[src/rtl/lcmq_pkg.sv]
// ----------------------------------------------------------------------------
// lcmq_pkg
// Shared definitions for the LCMQ reader-side verifier.
//   M_DEF      : default key/challenge width in bits
//   N_DEF      : default response length in bits
//   THRESH_DEF : default maximum mismatch count that still accepts
//   CNT_W      : counter width for the default response length
//   state_t    : verifier FSM states
// ----------------------------------------------------------------------------
package lcmq_pkg;

    localparam int M_DEF      = 163;
    localparam int N_DEF      = 162;
    localparam int THRESH_DEF = 40;

    // A counter that must reach n (not just n-1) needs clog2(n+1) bits.
    function automatic int cnt_width(input int n);
        return $clog2(n + 1);
    endfunction

    localparam int CNT_W = cnt_width(N_DEF);

    typedef enum logic [1:0] {
        IDLE   = 2'd0,
        RUN    = 2'd1,
        DECIDE = 2'd2
    } state_t;

endpackage

[src/rtl/gf2_dot.sv]
// ----------------------------------------------------------------------------
// gf2_dot
// Combinational inner product over GF(2): bitwise AND of two W-bit vectors
// followed by an XOR reduction.
//   a, b : operand vectors, ascending bit order [0:W-1]
//   p    : parity of (a AND b)
// ----------------------------------------------------------------------------
module gf2_dot #(
    parameter int W = 163
) (
    input  logic [0:W-1] a,
    input  logic [0:W-1] b,
    output logic         p
);

    assign p = ^(a & b);

endmodule

[src/rtl/lcmq_reader_verify.sv]
// ----------------------------------------------------------------------------
// lcmq_reader_verify
// Reader-side check of a serial LCMQ tag response. On an accepted start the
// challenge B and key row C_k are captured. Each valid response bit is
// compared against the GF(2) dot product of the challenge and the current
// key rotation; mismatches are counted. After exactly N valid bits the
// verdict is produced: accept when the mismatch count is at most THRESH.
// All N bits are always consumed so the run time does not depend on the
// number of errors.
//   clk       : clock, rising edge
//   reset     : asynchronous active-low reset
//   start     : one-cycle request to begin, honoured only when idle
//   B, C_k    : challenge and key row, sampled on accepted start
//   rsp_valid : rsp_bit carries a response bit this cycle
//   rsp_bit   : serial response bit, first bit first
//   busy      : verification in progress (RUN or DECIDE)
//   done      : one-cycle verdict strobe
//   accept    : verdict, held until the next accepted start or reset
//   err_count : mismatch total, held alongside accept
// ----------------------------------------------------------------------------
module lcmq_reader_verify
    import lcmq_pkg::*;
#(
    parameter int M      = M_DEF,
    parameter int N      = N_DEF,
    parameter int THRESH = THRESH_DEF
) (
    input  logic                     clk,
    input  logic                     reset,
    input  logic                     start,
    input  logic [0:M-1]             B,
    input  logic [0:M-1]             C_k,
    input  logic                     rsp_valid,
    input  logic                     rsp_bit,
    output logic                     busy,
    output logic                     done,
    output logic                     accept,
    output logic [$clog2(N+1)-1:0]   err_count
);

    localparam int CW = cnt_width(N);
    localparam logic [CW-1:0] LAST_IDX   = CW'(N - 1);
    localparam logic [CW-1:0] THRESH_VAL = CW'(THRESH);

    state_t          state;
    state_t          state_next;
    logic [0:M-1]    b_reg;
    logic [0:M-1]    ckr;
    logic [0:M-1]    ckr_rot;
    logic [CW-1:0]   bit_cnt;
    logic [CW-1:0]   err_next;
    logic            expected;
    logic            last_bit;
    logic            consume;

    gf2_dot #(
        .W (M)
    ) u_dot (
        .a (b_reg),
        .b (ckr),
        .p (expected)
    );

    // Rotate right by one: element M-1 wraps to element 0.
    assign ckr_rot  = {ckr[M-1], ckr[0:M-2]};
    assign consume  = (state == RUN) && rsp_valid;
    assign last_bit = (bit_cnt == LAST_IDX);
    // At most N increments happen per run and CW holds N, so this cannot wrap.
    assign err_next = err_count + {{(CW-1){1'b0}}, expected ^ rsp_bit};

    always_ff @(posedge clk or negedge reset) begin
        if (!reset) begin
            state     <= IDLE;
            b_reg     <= '0;
            ckr       <= '0;
            bit_cnt   <= '0;
            err_count <= '0;
            accept    <= 1'b0;
        end else begin
            state <= state_next;
            if (state == IDLE && start) begin
                b_reg     <= B;
                ckr       <= C_k;
                bit_cnt   <= '0;
                err_count <= '0;
                accept    <= 1'b0;
            end else if (consume) begin
                ckr       <= ckr_rot;
                bit_cnt   <= bit_cnt + 1'b1;
                err_count <= err_next;
                // Verdict is registered with the last bit so it is already
                // valid during the DECIDE cycle and then simply held.
                if (last_bit) begin
                    accept <= (err_next <= THRESH_VAL);
                end
            end
        end
    end

    always_comb begin
        state_next = state;
        busy       = 1'b0;
        done       = 1'b0;
        case (state)
            IDLE: begin
                if (start) begin
                    state_next = RUN;
                end
            end
            RUN: begin
                busy = 1'b1;
                if (consume && last_bit) begin
                    state_next = DECIDE;
                end
            end
            DECIDE: begin
                busy       = 1'b1;
                done       = 1'b1;
                state_next = IDLE;
            end
            default: begin
                state_next = IDLE;
            end
        endcase
    end

endmodule

[config.mk]
export PLATFORM = sky130hd
export DESIGN_NAME = lcmq_reader_verify
export DESIGN_NICKNAME = d
export VERILOG_FILES = /design/src/rtl/lcmq_pkg.sv /design/src/rtl/gf2_dot.sv /design/src/rtl/lcmq_reader_verify.sv
export SDC_FILE = /design/constraint.sdc
export NUM_CORES = 1
export LEC_CHECK = 0
export BUFFER_PORTS_ARGS = -buffer_cell sky130_fd_sc_hd__buf_2
export CORE_MARGIN = 2
export CORE_UTILIZATION = 55
export DETAILED_ROUTE_END_ITERATION = 16
export PLACE_DENSITY_LB_ADDON = 0.2
export SLEW_MARGIN = 20
export SYNTH_ARGS = -nofsm -noshare
export SYNTH_HDL_FRONTEND = slang
export SYNTH_HIERARCHICAL = 1
export SYNTH_SLANG_ARGS = --single-unit
[constraint.sdc]
create_clock -name clk -period 4.25 [get_ports clk]
set_input_delay 0.6375 -clock clk [delete_from_list [all_inputs] [get_ports clk]]
set_output_delay 0.6375 -clock clk [all_outputs]
set_load 0.02 [all_outputs]
# Word-level counts from Yosys, hierarchy flattened
# Index checks and enable logic that the tools add are counted.
# totals
word_cells,40
regBits,345
out_inout_bits,11
# classes
eq_ne,5
n_reduce_logical,10
n_addsub,2
muxes,14
order_cmp,1
bitwise_logic,2
# op_table
op,count
$mux W163,2
$and A163 B163 Y163,1
$reduce_xor A163 Y1,1
$mux W8,4
$add A8 B1 Y8,1
$add A8 B1 Y8 const B,1
$eq A8 B8 Y1 const B,1
$le A8 B6 Y1 const B,1
$mux W1,5
$mux W2,2
$pmux W2 S2,1
$reduce_and A2 Y1,2
$reduce_bool A2 Y1,2
$logic_and A1 B1 Y1,3
$eq A2 B1 Y1 const B,1
$eq A2 B2 Y1 const B,1
$logic_not A2 Y1,1
$ne A2 B1 Y1 const B,1
$ne A2 B2 Y1 const B,1
$reduce_or A2 Y1,1
$xor A1 B1 Y1,1

# Depth between registers and ports, before layout
# Gate-level depths: netlist of run 1.
# depth
word_depth,8
mapped_depth,15

# By module
# Netlist of run 1, hierarchy kept.
# modules_own_cells
mod,seq_area_each_um2,cells_each,area_each_um2,instances
lcmq_reader_verify,8633.3,1693,14584.0,1
gf2_dot,0.0,324,2035.7,1

# Worst setup path before layout of run 1
# Ideal clock, no wire load.
# synth_path
path_kind,flip-flop to flip-flop
startpoint,register ckr[24] (netlist name)
endpoint,register accept
path_buffers,0
slack_ns,0.997
arrival_ns,3.149
period_less_slack_ns,3.253
path_stages_with_launch,16
setup_ns,0.104
cell_sequence,dfrtp_1 -> nand2_1 -> xor2_1 -> xnor2_1 -> xnor2_1 -> xnor2_1 -> xnor2_1 -> xnor2_1 -> xnor3_1 -> xor2_1 -> ha_1 -> ha_1 -> xor2_1 -> o311ai_2 -> a211oi_1 -> o41ai_2
# synth_via
elab_chain_cells,8
# synth_rtl
item,line,text
"start, declared",lcmq_reader_verify.sv:48,logic [0:M-1] ckr;
"start signal, assigned",lcmq_reader_verify.sv:83,ckr <= C_k;
"start signal, assigned",lcmq_reader_verify.sv:88,ckr <= ckr_rot;
$and A163 B163 Y163,gf2_dot.sv:16,assign p = ^(a & b);
$reduce_xor A163 Y1,gf2_dot.sv:16,
named net expected,lcmq_reader_verify.sv:52,logic expected;
$xor A1 B1 Y1,lcmq_reader_verify.sv:69,"assign err_next = err_count + {{(CW-1){1'b0}}, expected ^ rsp_bit};"
$add A8 B1 Y8,lcmq_reader_verify.sv:69,
$le A8 B6 Y1,lcmq_reader_verify.sv:94,accept <= (err_next <= THRESH_VAL);
$mux W1,lcmq_reader_verify.sv:93,if (last_bit) begin
$mux W1,lcmq_reader_verify.sv:87,end else if (consume) begin
$mux W1,lcmq_reader_verify.sv:81,if (state == IDLE && start) begin
"end signal, assigned",lcmq_reader_verify.sv:94,
"end, declared",lcmq_reader_verify.sv:37,"output logic accept,"
# The timed path passes the listed nets, and every way through them passes these cells. The select of a mux whose other input is x is not followed.
# A chain may end at the register's enable or synchronous reset.

# Worst setup path after layout of run 1
# layout_path
startpoint,register ckr[66] (netlist name)
endpoint,register accept
# Same word-level chain as after synthesis.

==> results by group, run 1 <==
Placed design
  • Placed cell area: 18500 µm²
  • DP HPWL: approximately 34000 µm
  • Place WS: 0.176 ns
  • Port bufs: 341
  • Placer Congestion: around 0.89

Critical path
  • Setup CP Type: flop to flop
  • Worst-path maximum fanout: 8
  • Crit path capture type: flop
  • Worst-path cell chain: nand2_1 > xor2_1 > xnor2_1 > xnor2_1 > xnor2_1 > xnor2_1 > xnor2_2 > xnor3_1 > xor2_1 > ha_1 > ha_1 > xor2_1 > o311ai_2 > a211oi_1 > o41ai_2
  • CP required: about 4.6 ns
  • Crit path launch type: flop
  • Most used cell, CP: xnor2_1
  • CP arrival: 4.35 ns
  • Crit path max-delay cell type: xnor3_1
  • Slowest stage delay, CP: 0.44 ns

CTS
  • CTS tree: built
  • CTS max path bufs: 3
  • Worst-path clk slew: around 0.06 ns
  • CTS root buf: clkbuf_16
  • Htree depth: 2
  • Clock Sinks: 345
  • Clock Latency Late Sink: 0.52 ns
  • Postcts setup bufs: 0
  • TritonCTS buffer count: 39

Layout
  • Final core occ: 66.9%
  • Fin area: 19900 µm²
  • Nets: around 2600
  • Layout cell share with drive strength beyond 1: between 10% and 20%
  • Synthesis-to-finish area growth: 19.6%
  • Fillers: 2542

Synth
  • Post-synthesis compound-gate area fraction: approximately 6.7%
  • Sequential share of the synthesized area: 51.9%
  • Top FF cell, synth: dfrtp_1
  • Register bit total from synthesis: around 350
  • Synthesized area per cell: slightly above 8 µm²
  • Area share of fa/ha/maj cells after synthesis: less than 1%
  • Unique masters post-synth: 33
  • Syn Nets: between 2000 and 2500
  • Asr flop ratio synth: 100%
  • Largest family of logic cells by synthesized area: simple AND/OR/NAND/NOR gates
  • Synth warnings: 6
  • Xor-xnor portion of the synthesized cell area: a little under a tenth
  • Mux cell area share after synthesis: less than 1%
  • Post-Syn Area: 16600 µm²
  • Number of synthesized flops with an enable pin: 0
  • Post-Synth Simple-Gate Area: between 20% and 30%
  • Post-synthesis cell count: between 2000 and 2500

STA
  • Final setup vio count: 0
  • RSZ-0062 raised after global routing: no
  • Final Skew: ~0.016 ns
  • Post-Route Setup TNS: 0 ns
  • Slew headroom: between 30% and 40%
  • Min Tclk post-route: 3.98 ns
  • Hold Fails Final Rpt: 0
  • Max Fclk: 251 MHz
  • Fin crit share: a little over nine tenths
  • Final worst setup slack: roughly 0.27 ns
  • Pin slew with the least headroom to its limit: 1.00 ns
  • Slew Viols, Final: 0

Detailed routing
  • Drt first pass iters: 7
  • Wire length per cell: 17.7 µm
  • DR vias: between 10000 and 15000
  • Post-DRT Antenna Nets: 0
  • DRC viols: 0
  • DR iter-0 viols: 1304
  • Vias/cell: 5.39
  • Overall routed net length: 48300 µm

Run
  • Max-cap violations: 0

Die
  • Core area: between 20000 and 30000 µm²
  • FP Rows: 63
  • Die area: roughly 32000 µm²
  • Num ports: approximately 340
  • Chip height: 178 µm
  • Die X: approximately 180 µm
  • Initial Utilization: a little under three fifths

Global routing
  • GR Util All Layers: between 30% and 40%
  • Largest net degree at the start of global routing: 113
  • Global-route wire length before repair: around 74000 µm
  • GRT overflow: 0
  • Vias in the first global route: about 14000
  • Antenna violations before repair: 5

Run status
  • Status: finished, final reports clean

Power
  • Leak: between 10 and 15 nW
  • Worst vdd ir: ~0.93 mV
  • P per Cell Area: 979 nW/µm²

Hold path
  • Min-delay worst type: input port to asynchronous set/reset pin
[routing by layer]
| layer | GRT usage [%] | part of all wire [%] | vias to the layer above | wire length (µm) |
|---|---|---|---|---|
| met5 | 0 | 0 | - | 0 |
| met4 | 9.70 | 2.8 | 0 | 1370 |
| met3 | 4.52 | 6.4 | 89 | 3080 |
| met2 | 51.0 | 50 | 555 | 23900 |
| met1 | 40.6 | 41 | 7084 | 19900 |
| li1 | - | - | 6949 | - |
[Yosys cell counts (2+ instances only)]
master	n	share of area (%)
ha_1	9	0.68
or3_1	3	0.11
nand3_1	3	0.090
o21ai_0	3	0.090
nor2_1	177	4.0
xor2_1	51	2.7
and2_1	2	0.075
a31oi_1	164	6.2
dfrtp_1	345	52
a21oi_1	3	0.090
buf_1	13	0.29
inv_1	4	0.090
buf_6	16	1.1
and3_1	3	0.11
nand4_1	10	0.38
mux2_2	2	0.14
buf_2	37	1.1
xnor2_1	124	6.5
clkbuf_1	48	1.1
a211oi_1	2	0.090
nand2_1	986	22
[critical path, delay by kind of cell (launching register included)]
family                   cells  cell delay, ns
AO/OA/AOI/OAI                3            0.50
XOR/XNOR                     9            2.23
flip-flops                   1            0.37
adder cells (fa/ha/maj)      2            0.66
AND/OR/NAND/NOR              1            0.08
[final timing paths]
check / cells past startpoint / startpoint / slack, ns / end
min: 1 / reset / 0.1 / ckr[40]
min in group clk: 3 / B[137] / 0.30 / b_reg[137]
max reg2reg: 15 / ckr[66] / 0.27 / accept
max: 15 / ckr[66] / 0.27 / accept
max in group asynchronous: 2 / reset / 3.10 / state[1]
min reg2reg: 2 / b_reg[97] / 0.47 / b_reg[97]
[placed cells by master (no fill, tap or decap), types with 9 or more instances in the layout]
master,synthesis,final
a31oi_1,164,164
ha_1,9,9
buf_12,0,12
nand4_1,10,10
clkbuf_16,0,41
buf_2,37,340
nand2_1,986,984
dfrtp_1,345,345
clkbuf_8,0,10
xor2_1,51,51
xnor2_1,124,123
nor2_1,177,177
[kinds of logic (layout without fill, tap and decap cells)]
family / after synthesis / in the layout
and+or+nand+nor: 1190 / 1190
DFF: 345 / 345
adders and majority gates: 9 / 9
buffers and inverters: 119 / 429
muxes: 2 / 2
other: 0 / 5
AOI/OAI and AO/OA: 176 / 176
xor gates and xnor gates: 176 / 176
[stage by stage]
step           std cells  total power [W]  hold slack, ns
2_1_floorplan       2017           0.0138           0.342
3_5_place_dp        2648           0.0155           0.462
5_1_grt             2721           0.0207           0.138
3_3_place_gp        2648           0.0152           0.457
4_1_cts             2717           0.0191           0.121
6_report            2722           0.0195          0.0961
[area by class of cell]
class	instances	area (µm²)	share of cell area, %
flip-flops and latches	345	8630	43.4
multi-input cells	1553	7400	37.2
repair buffers	356	1980	9.96
clock buffers	57	1190	5.97
well taps	390	488	2.45
clock inverters	12	166	0.837
inverters	4	15.0	0.0755
diodes	5	12.5	0.0629
[report_power, final]
| group | leakage (nW) | internal, W | total [W] | switching, W |
|---|---|---|---|---|
| Clock | 0.669 | 0.00218 | 0.00353 | 0.00136 |
| Combinational | 5.20 | 0.00431 | 0.00993 | 0.00562 |
| Sequential | 4.15 | 0.00489 | 0.00599 | 0.00110 |
| Total | 10.0 | 0.0114 | 0.0195 | 0.00808 |
[what timing repair did]
action | in CTS | in global routing
endpoints found under the setup margin | 0 | 1
gates resized for setup | 0 | 1
hold buffers | 0 | 0
No activity file was read; power rests on OpenSTA's default activity.
==> run 2: changes to the inputs <==
--- a/config.mk
+++ b/config.mk
@@ -7,9 +7,10 @@
 export LEC_CHECK = 0
 export BUFFER_PORTS_ARGS = -buffer_cell sky130_fd_sc_hd__buf_2
 export CORE_MARGIN = 2
-export CORE_UTILIZATION = 55
+export CORE_UTILIZATION = 50
 export DETAILED_ROUTE_END_ITERATION = 16
 export PLACE_DENSITY_LB_ADDON = 0.2
+export RECOVER_POWER = 50
 export SLEW_MARGIN = 20
 export SYNTH_ARGS = -nofsm -noshare
 export SYNTH_HDL_FRONTEND = slang
==> constraint.sdc (replaced) <==
create_clock -name clk -period 3.3 [get_ports clk]
set_input_delay 0.495 -clock clk [delete_from_list [all_inputs] [get_ports clk]]
set_output_delay 0.495 -clock clk [all_outputs]
set_load 0.02 [all_outputs]
==> run 2 against run 1 <==
The flow now finishes with violations (max-capacitance violations, max-slew violations, negative setup slack). Highest routed layer unchanged. Sequential power increased by 25%. Die area increased by 9.8%. Hold slack improved by 0.071 ns. Worst setup slack got worse by 0.58 ns. Critical path type unchanged. First-iteration DRC count decreased by 8.5%. Core utilization decreased by 1.3 points. Fmax increased by 10%. Critical endpoint unchanged. Largest cell class unchanged. Power increased by 43%. Clock power increased by 25%. Clock-buffer cell count decreased by 3.
==> results by group, run 2 (synthesized netlist as in run 1, its figures left out) <==
CTS
  • Worst-path clk slew: around 0.060 ns
  • CTS max path bufs: 3
  • CTS root buf: clkbuf_16
  • Clock Latency Late Sink: around 0.51 ns
  • Clock Sinks: 345
  • TritonCTS buffer count: 39
  • Hold_buf cts: 0
  • CTS tree: built
  • Htree depth: 2

Critical path
  • Crit path capture type: flop
  • Crit path launch type: flop
  • Critical path launch point: b_reg[45]
  • Worst-path maximum fanout: 4
  • R2r worst-path depth: 16
  • CP required: approximately 3.7 ns
  • Reg-to-reg endpoint: accept
  • Setup CP Type: flop to flop
  • CP endpoint: accept
  • Flop2flop setup slack: -0.31 ns
  • CP arrival: 4.02 ns
  • Worst reg2reg startpoint: b_reg[45]

Power
  • Leak: 10.9 nW
  • Clk network pwr share: between 10% and 20%
  • Logic pwr share: between 50% and 60%
  • P per Cell Area: 1300 nW/µm²
  • Worst vdd ir: around 1.4 mV
  • Overall Power: 0.0279 W
  • Reg power frac: approximately 27%
  • Switching power: ~0.011 W
  • Pint: roughly 0.017 W
  • Switching part of the total: between 30% and 40%

Placed design
  • DP HPWL: roughly 36000 µm
  • Place WS: -0.753 ns
  • Dpl cells: 2856
  • Port bufs: ~340
  • Placer Congestion: slightly above 0.9

Detailed routing
  • DRC viols: 0
  • DR vias: 15100
  • DR iter-0 viols: between 1000 and 1500
  • Vias/cell: approximately 5
  • Overall routed net length: between 50000 and 60000 µm
  • Wire length per cell: ~17 µm
  • Post-DRT Antenna Nets: 0
  • Drt first pass iters: 6

STA
  • Slew headroom: -50.6%
  • Slew Viols, Final: 90
  • Max Fclk: about 280 MHz
  • Final worst setup slack: -0.314 ns
  • Final setup vio count: 5
  • Final Skew: roughly 0.010 ns
  • Fin crit share: 110%
  • RSZ-0062 raised after global routing: yes
  • Pin slew with the least headroom to its limit: roughly 2.3 ns
  • Min Tclk post-route: between 3 and 4 ns
  • Hold Fails Final Rpt: 0

Run status
  • Violations in the final reports: max-capacitance violations, max-slew violations, negative setup slack
  • Status: finished, violations left

Die
  • Die X: between 150 and 200 µm
  • FP Rows: 66
  • Core area: 32600 µm²
  • Num ports: ~340
  • Initial Utilization: just over 50%
  • Die area: between 30000 and 40000 µm²
  • Chip height: roughly 190 µm

Global routing
  • Largest net degree at the start of global routing: around 110
  • Antenna violations before repair: 6
  • Global-route wire length before repair: between 70000 and 80000 µm
  • GRT overflow: 0
  • Vias in the first global route: roughly 15000
  • GR Util All Layers: 28.7%

Layout
  • Most frequent cells in the layout: nand2_1, dfrtp_1, buf_2, nor2_1, a31oi_1
  • Synthesis-to-finish area growth: 28.7%
  • Final core occ: between 60 and 70%
  • Nets: between 2000 and 3000
  • Fillers: around 2800
  • Area of the multi-input gates: between 7000 and 8000 µm²
  • FF/Latch Area: 8630 µm²
  • Commonest non-fill, non-tap cell in the layout: nand2_1
  • Layout cell share with drive strength beyond 1: 25.5%
  • Final cell count without fillers: 2931

Hold path
  • Min-delay worst type: input port to flop

Run
  • Max-cap violations: 1
-- run 2: final cells by class --
cell class	count	share of cell area, %
timing repair buffer	518	14.9
multi-input combinational	1553	35.9
clock inverter	9	0.819
tap	442	2.59
antenna	6	0.0702
sequential	345	40.4
inverter	4	0.0702
clock buffer	54	5.21
-- run 2: worst min path at each step --
stage                 endpoint  slack, ns  depth (start not counted)       start
floorplan               accept       0.20                          0       reset
global placement     b_reg[53]       0.46                          2   b_reg[53]
detailed placement  b_reg[110]       0.46                          2  b_reg[110]
CTS                    ckr[39]       0.04                          1       reset
global route        b_reg[159]       0.16                          3      B[159]
finish                b_reg[2]       0.17                          3        B[2]
-- run 2: power by group through the flow --
stage / combinational [W] / clock [W] / sequential [W]
CTS: 0.0154 / 0.00447 / 0.00748
global route: 0.0172 / 0.00466 / 0.00777
global placement: 0.0136 / 0 / 0.00743
floorplan: 0.0101 / 0 / 0.00731
finish: 0.0159 / 0.00441 / 0.00751
detailed placement: 0.0139 / 0 / 0.00752
-- run 2: metal layers --
layer  vias to the layer above  GRT usage [%]  part of all wire (%)
met4                         0           12.1                   4.2
met3                       109           4.10                   6.5
li1                       7283              -                     -
met2                       589           46.3                    47
met1                      7124           38.9                    42
met5                         -              0                     0
-- run 2: through the flow --
step | area (µm²) | setup TNS [ns] | hold slack [ns]
floorplan | 16600 | 0 | 0.199
global placement | 19800 | -3.16 | 0.456
detailed placement | 19800 | -3.02 | 0.462
CTS | 21300 | -0.739 | 0.0376
global route | 21400 | -3.90 | 0.162
finish | 21400 | -0.880 | 0.167
-- run 2: worst max-delay path: stages (launching register included) --
cell      delay [ns]
dfrtp_1         0.39
nand2_2         0.10
xor2_2          0.31
xnor2_2         0.14
xnor2_1         0.15
xnor2_1         0.25
xnor2_2         0.12
xnor2_2         0.30
buf_4           0.18
xnor3_1         0.26
xor2_2          0.18
ha_2            0.20
ha_4            0.18
xor2_1          0.17
o311ai_2        0.25
a211oi_2        0.11
o41ai_2         0.23
-- run 2: repair_timing --
action                                  CTS  global route
pin swaps                                21            10
resized for setup                        26            30
buffers inserted                          4             2
endpoints found under the setup margin    8             7
